[src/rtl/bar_pkg.sv]
// Shared constants for the bar scheduler: default widths, channel count, bar height
// and the width of a channel index.
package bar_pkg;

    localparam int unsigned DEF_X_BITS = 13;
    localparam int unsigned DEF_Y_BITS = 13;
    localparam int unsigned DEF_N_BARS = 4;
    localparam int unsigned DEF_BAR_H  = 20;

    function automatic int unsigned id_bits(input int unsigned n);
        return (n > 1) ? $clog2(n) : 1;
    endfunction

    localparam int unsigned ID_BITS = id_bits(DEF_N_BARS);

endpackage

[src/rtl/bar_rr_arbiter.sv]
// Round-robin arbiter: one-hot grant to the first requester at or after ptr.
module bar_rr_arbiter
    import bar_pkg::*;
#(
    parameter int unsigned N = DEF_N_BARS
) (
    input  logic [N-1:0]          req,
    input  logic [id_bits(N)-1:0] ptr,
    output logic [N-1:0]          grant
);

    logic [2*N-1:0] req2;
    logic [2*N-1:0] gnt2;
    logic [N-1:0]   rot;
    logic [N-1:0]   first;

    // Rotate so ptr sits at bit 0, isolate the lowest set bit, rotate back.
    assign req2  = {req, req} >> ptr;
    assign rot   = req2[N-1:0];
    assign first = rot & (-rot);
    assign gnt2  = {first, first} << ptr;
    assign grant = gnt2[2*N-1:N];

endmodule

[src/rtl/bar_scheduler.sv]
// Frame-synchronous bar scheduler: arbitrated pending updates, per-frame commit with
// optional bounce animation, and a registered per-pixel hit test.
module bar_scheduler
    import bar_pkg::*;
#(
    parameter int unsigned X_BITS = DEF_X_BITS,
    parameter int unsigned Y_BITS = DEF_Y_BITS,
    parameter int unsigned N_BARS = DEF_N_BARS,
    parameter int unsigned BAR_H  = DEF_BAR_H
) (
    input  logic                       clk,
    input  logic                       reset_n,
    input  logic                       vsync,
    input  logic [N_BARS-1:0]          req_valid,
    input  logic [N_BARS*X_BITS-1:0]   req_value,
    input  logic [N_BARS*Y_BITS-1:0]   req_y,
    output logic [N_BARS-1:0]          req_ready,
    input  logic [N_BARS-1:0]          mode,
    input  logic [X_BITS-1:0]          total_active_pix,
    input  logic [X_BITS-1:0]          x,
    input  logic [Y_BITS-1:0]          y,
    output logic                       draw,
    output logic [id_bits(N_BARS)-1:0] draw_id,
    output logic                       frame_tick
);

    localparam int unsigned IW = id_bits(N_BARS);

    logic              vsync_q;
    logic              tick_q;
    logic [IW-1:0]     rr_ptr_q;
    logic [IW-1:0]     rr_ptr_d;
    logic [IW-1:0]     gnt_idx;
    logic [N_BARS-1:0] arb_req;
    logic [N_BARS-1:0] up_q;
    logic [N_BARS-1:0] up_d;
    logic [N_BARS-1:0] hit;
    logic              draw_q;
    logic              draw_d;
    logic [IW-1:0]     id_q;
    logic [IW-1:0]     id_d;

    logic [X_BITS-1:0] pend_len_q [N_BARS];
    logic [Y_BITS-1:0] pend_y_q   [N_BARS];
    logic [X_BITS-1:0] act_len_q  [N_BARS];
    logic [Y_BITS-1:0] act_y_q    [N_BARS];
    logic [X_BITS-1:0] cnt_q      [N_BARS];
    logic [X_BITS-1:0] cnt_d      [N_BARS];

    assign frame_tick = tick_q;
    assign draw       = draw_q;
    assign draw_id    = id_q;

    // No grants in the commit cycle, nor while reset is held.
    assign arb_req = req_valid & {N_BARS{reset_n & ~tick_q}};

    bar_rr_arbiter #(
        .N (N_BARS)
    ) u_arb (
        .req   (arb_req),
        .ptr   (rr_ptr_q),
        .grant (req_ready)
    );

    always_comb begin
        gnt_idx = '0;
        for (int i = 0; i < int'(N_BARS); i++) begin
            if (req_ready[i]) gnt_idx = IW'(i);
        end
        rr_ptr_d = (gnt_idx == IW'(N_BARS - 1)) ? '0 : gnt_idx + IW'(1);
    end

    always_comb begin
        logic up_n;
        up_n = 1'b0;
        for (int i = 0; i < int'(N_BARS); i++) begin
            cnt_d[i] = cnt_q[i];
            up_d[i]  = up_q[i];
            if (total_active_pix == '0) begin
                cnt_d[i] = '0;
            end else if (cnt_q[i] > total_active_pix) begin
                cnt_d[i] = total_active_pix;
                up_d[i]  = 1'b0;
            end else begin
                up_n = up_q[i];
                if (cnt_q[i] == '0) begin
                    up_n = 1'b1;
                end else if (cnt_q[i] == total_active_pix) begin
                    up_n = 1'b0;
                end
                up_d[i]  = up_n;
                cnt_d[i] = up_n ? cnt_q[i] + X_BITS'(1) : cnt_q[i] - X_BITS'(1);
            end
        end
    end

    always_comb begin
        hit    = '0;
        draw_d = 1'b0;
        id_d   = '0;
        for (int i = 0; i < int'(N_BARS); i++) begin
            // Bottom edge is computed one bit wider so bars near the last line never wrap.
            hit[i] = (x <= act_len_q[i]) && (y >= act_y_q[i]) &&
                     ({1'b0, y} <= ({1'b0, act_y_q[i]} + (Y_BITS + 1)'(BAR_H)));
        end
        for (int i = int'(N_BARS) - 1; i >= 0; i--) begin
            if (hit[i]) begin
                draw_d = 1'b1;
                id_d   = IW'(i);
            end
        end
    end

    always_ff @(posedge clk or negedge reset_n) begin
        if (!reset_n) begin
            vsync_q  <= 1'b0;
            tick_q   <= 1'b0;
            rr_ptr_q <= '0;
            draw_q   <= 1'b0;
            id_q     <= '0;
            up_q     <= '1;
            for (int i = 0; i < int'(N_BARS); i++) begin
                pend_len_q[i] <= '0;
                pend_y_q[i]   <= '0;
                act_len_q[i]  <= '0;
                act_y_q[i]    <= '0;
                cnt_q[i]      <= '0;
            end
        end else begin
            vsync_q <= vsync;
            tick_q  <= vsync & ~vsync_q;
            draw_q  <= draw_d;
            id_q    <= id_d;
            if (tick_q) begin
                for (int i = 0; i < int'(N_BARS); i++) begin
                    act_y_q[i] <= pend_y_q[i];
                    if (mode[i]) begin
                        act_len_q[i] <= cnt_d[i];
                        cnt_q[i]     <= cnt_d[i];
                        up_q[i]      <= up_d[i];
                    end else begin
                        act_len_q[i] <= pend_len_q[i];
                    end
                end
            end else if (|req_ready) begin
                for (int i = 0; i < int'(N_BARS); i++) begin
                    if (req_ready[i]) begin
                        pend_len_q[i] <= req_value[i*X_BITS +: X_BITS];
                        pend_y_q[i]   <= req_y[i*Y_BITS +: Y_BITS];
                    end
                end
                rr_ptr_q <= rr_ptr_d;
            end
        end
    end

endmodule

[config.mk]
export PLATFORM = sky130hd
export DESIGN_NAME = bar_scheduler
export DESIGN_NICKNAME = d
export VERILOG_FILES = /design/src/rtl/bar_pkg.sv /design/src/rtl/bar_rr_arbiter.sv /design/src/rtl/bar_scheduler.sv
export SDC_FILE = /design/constraint.sdc
export NUM_CORES = 1
export LEC_CHECK = 0
export CAP_MARGIN = 30
export CELL_PAD_IN_SITES_DETAIL_PLACEMENT = 1
export CELL_PAD_IN_SITES_GLOBAL_PLACEMENT = 1
export CORE_UTILIZATION = 46
export CTS_CLUSTER_SIZE = 30
export DETAILED_ROUTE_END_ITERATION = 6
export GPL_TIMING_DRIVEN = 0
export PLACE_DENSITY_LB_ADDON = 0.1
export SLEW_MARGIN = 20
export SYNTH_ARGS = -nofsm -noshare
export SYNTH_HDL_FRONTEND = slang
export SYNTH_SLANG_ARGS = --single-unit
[constraint.sdc]
create_clock -name clk -period 4.7 [get_ports clk]
set_input_delay 1.41 -clock clk [delete_from_list [all_inputs] [get_ports clk]]
set_output_delay 1.41 -clock clk [all_outputs]
set_load 0.02 [all_outputs]
==> flow_metrics.env <==
export IMPL_fmax_mhz=215.5
export IMPL_synth_area_per_cell_um2=9.183
export IMPL_clock_latency_ns=0.59
export IMPL_hold_viol=0
export IMPL_place_ws_ns=-1.997
export IMPL_drt_iter0_markers=834
export IMPL_grt_first_pass_wirelength_mm=102.9
export IMPL_clk_pin_slew_worst_paths_ns=0.06
export IMPL_grt_pass1_vias=17780
export IMPL_num_rows=73
export IMPL_cp_start_kind="primary input"
export IMPL_ys_ff_latch=271
export IMPL_coreArea_um2=39640
export IMPL_grt_usage_pct=32.56
export IMPL_path_max_fanout=3
export IMPL_finalSetupViolations=0
export IMPL_crit_required_ns=3.29
export IMPL_layout_commonest_cell="nand2_1"
export IMPL_place_port_buffers=161
export IMPL_hold_buffers=0
export IMPL_tritoncts="built"
export IMPL_num_nets_final=2650
export IMPL_cts_buffer_depth=3
export IMPL_yosysUniqueCellTypes=76
export IMPL_viasPerCell=6.002
export IMPL_antenna_found_initial=0
export IMPL_hpwl_mm=49.70
export IMPL_drc=4
export IMPL_synth_edff_count=0
export IMPL_yosysSeqAreaShare_pct=36.73
export IMPL_cts_sinks=271
export IMPL_vias=16750
export IMPL_place_congestion=0.9210
export IMPL_maxCapViolCount=0
export IMPL_skew_ns=0.009472
export IMPL_fp_dieH_um=202.4
export IMPL_clock_root_buffer="clkbuf_16"
export IMPL_violations="DRC"
export IMPL_crit_type="primary input to output pin"
export IMPL_cts_buffers=31
export IMPL_postSynthCellCount=2012
export IMPL_wl_mm=65.93
export IMPL_vdd_drop_max_v=0.0004088
export IMPL_worst_slack_ns=0.05937
export IMPL_numPlacedInstances=2700
export IMPL_dieArea_um2=40970
export IMPL_slew_headroom_pct=33.14
export IMPL_rsz0062_at_grt="true"
export IMPL_ys_flop_type="dfrtp_1"
export IMPL_end_kind="output pin"
export IMPL_power_leakage_nw=10.23
export IMPL_outcome="finished with violations"
export IMPL_grt_overflow=0
export IMPL_io_pin_count=162
export IMPL_drive_gt1_share_pct=10.42
export IMPL_final_cell_mix="299 x nand2_1, 267 x dfrtp_1, 246 x ha_1"
export IMPL_period_share_pct=98.74
export IMPL_htreeDepth=1
export IMPL_finalPower_w=0.01487
export IMPL_worst_pin_slew_ns=1.003
export IMPL_p_per_area_nw_per_um2=663.6
export IMPL_drv_slew=0
export IMPL_syn_to_final_growth_pct=21.25
export IMPL_async_flop_share_pct=100.0
export IMPL_grt_max_degree=92
export IMPL_netlist_area_um2=18480
export IMPL_post_route_min_period_ns=4.641
export IMPL_drtPass1Iterations=7
export IMPL_ant_nets=0
export IMPL_wire_per_inst_um=23.62
export IMPL_final_instance_count_excl_fill=2791
export IMPL_die_w_um=202.4
export IMPL_initial_utilization_pct=46.61
export IMPL_yosysWarnings=0
export IMPL_syn_num_nets=2418
export IMPL_hold_class="flip-flop to flip-flop"
export IMPL_arrival_ns=3.23
-- sequential cells by signal, summed over array words and instances, names as in the netlist --
| name | flops |
|---|---|
| act_len_q | 52 |
| act_y_q | 52 |
| cnt_q | 52 |
| draw | 1 |
| draw_id | 2 |
| frame_tick | 1 |
| pend_len_q | 52 |
| pend_y_q | 52 |
| rr_ptr_q | 2 |
| up_q | 4 |
| vsync_q | 1 |
-- cell families (layout without fill, tap and decap cells) --
kind of cell    count (synthesis)  in the layout  share of synthesized area (%)
compound gates                492            492                          17.27
buf+inv                       218            471                          4.564
other cells                     0              1                              0
flops                         271            271                          36.73
mux                            94             94                          5.533
simple gates                  611            611                          15.17
xor+xnor                       74             74                          3.508
fa+ha+maj                     252            252                          17.23
-- synthesized netlist by cell type, types with 5 or more instances --
| cell | count | area share [%] |
|---|---|---|
| nand2_1 | 300 | 6.1 |
| o31ai_1 | 12 | 0.49 |
| nand3_1 | 42 | 1.1 |
| nand3b_1 | 14 | 0.57 |
| o221ai_1 | 7 | 0.33 |
| nor3_1 | 35 | 0.95 |
| o21bai_1 | 11 | 0.45 |
| inv_1 | 160 | 3.3 |
| o21a_1 | 14 | 0.57 |
| a31oi_1 | 12 | 0.41 |
| a211o_1 | 14 | 0.66 |
| a22oi_1 | 17 | 0.69 |
| dfrtp_1 | 267 | 36 |
| o211ai_1 | 9 | 0.37 |
| a2111oi_0 | 6 | 0.28 |
| a221o_1 | 20 | 1.1 |
| xor2_1 | 15 | 0.71 |
| or4_1 | 6 | 0.24 |
| nand2b_1 | 11 | 0.37 |
| nand4_1 | 34 | 1.2 |
| mux2_2 | 61 | 3.7 |
| clkbuf_1 | 39 | 0.79 |
| a21oi_1 | 90 | 2.4 |
| or3_1 | 8 | 0.27 |
| ha_1 | 248 | 17 |
| buf_2 | 7 | 0.19 |
| buf_1 | 6 | 0.12 |
| nor2b_1 | 14 | 0.47 |
| xnor2_1 | 59 | 2.8 |
| a21o_1 | 38 | 1.5 |
| nor4_1 | 18 | 0.61 |
| and3_1 | 6 | 0.20 |
| mux2i_1 | 32 | 1.7 |
| a211oi_1 | 23 | 0.93 |
| nand4b_1 | 6 | 0.28 |
| o21ai_0 | 169 | 4.6 |
| and4_1 | 5 | 0.24 |
| nor2_1 | 101 | 2.1 |
-- power breakdown --
part           total (W)  internal, W  switching, W
clock network    0.00245      0.00143       0.00103
registers        0.00438      0.00340      0.000982
logic            0.00803      0.00349       0.00454
-- what timing repair did --
action,in CTS,in global routing
pin swaps,8,3
cloned,3,0
gates resized for setup,92,31
endpoints found under the setup margin,99,32
setup buffers,25,10
-- per-stage QoR --
| stage | hold WS [ns] | util [%] | TNS (ns) | area [µm²] |
|---|---|---|---|---|
| 2_1_floorplan | 0.3777 | - | 0 | 18480 |
| 3_3_place_gp | 0.3844 | 52.33 | -3675.77 | 20740 |
| 3_5_place_dp | 0.3889 | 52.48 | -136.38 | 20810 |
| 4_1_cts | 0.3971 | 56.30 | 0 | 22320 |
| 5_1_grt | 0.4244 | 56.51 | -0.06272 | 22400 |
| 6_report | 0.3937 | 56.51 | 0 | 22400 |
-- worst paths after layout --
path / depth (start not counted) / endpoint / from / slack, ns
min in group asynchronous: 1 / pend_y_q[47]$_DFFE_PN0P_ / reset_n / 0.70
worst min register to register: 1 / frame_tick$_DFF_PN0_ / vsync_q$_DFF_PN0_ / 0.39
worst min-delay path: 1 / frame_tick$_DFF_PN0_ / vsync_q$_DFF_PN0_ / 0.39
max in group asynchronous: 2 / up_q[2]$_DFFE_PN1P_ / reset_n / 3.21
worst max register to register: 12 / act_len_q[36]$_DFFE_PN0P_ / cnt_q[33]$_DFFE_PN0P_ / 1.03
worst max-delay path: 8 / req_ready[0] / req_valid[0] / 0.06
-- metal layers --
metal / track usage [%] / wire length, µm / vias to the layer above
met2: 56.46 / 32270 / 463
li1: - / - / 7716
met4: 13.43 / 2970 / 0
met5: 0 / 0 / -
met1: 41.12 / 27670 / 8414
met3: 3.612 / 3011 / 159
-- critical path, stage by stage --
cell and delay, ns:
clkdlybuf4s50_1 0.56, nor2b_1 0.22, nor2_1 0.09, o21a_2 0.24, a32o_1 0.28, nand2_4 0.07, inv_1 0.06, clkdlybuf4s15_2 0.28
-- area by class of cell --
| cell class | count | area (µm²) |
|---|---|---|
| antenna | 1 | 2.502 |
| buffer | 54 | 227.7 |
| clock buffer | 41 | 853.3 |
| clock inverter | 13 | 151.4 |
| fill | 4514 | 17240 |
| inverter | 162 | 650.6 |
| multi-input combinational | 1523 | 11050 |
| sequential | 271 | 6787 |
| tap | 525 | 656.9 |
| timing repair buffer | 201 | 2026 |
Power figures use the tool's default switching activity.
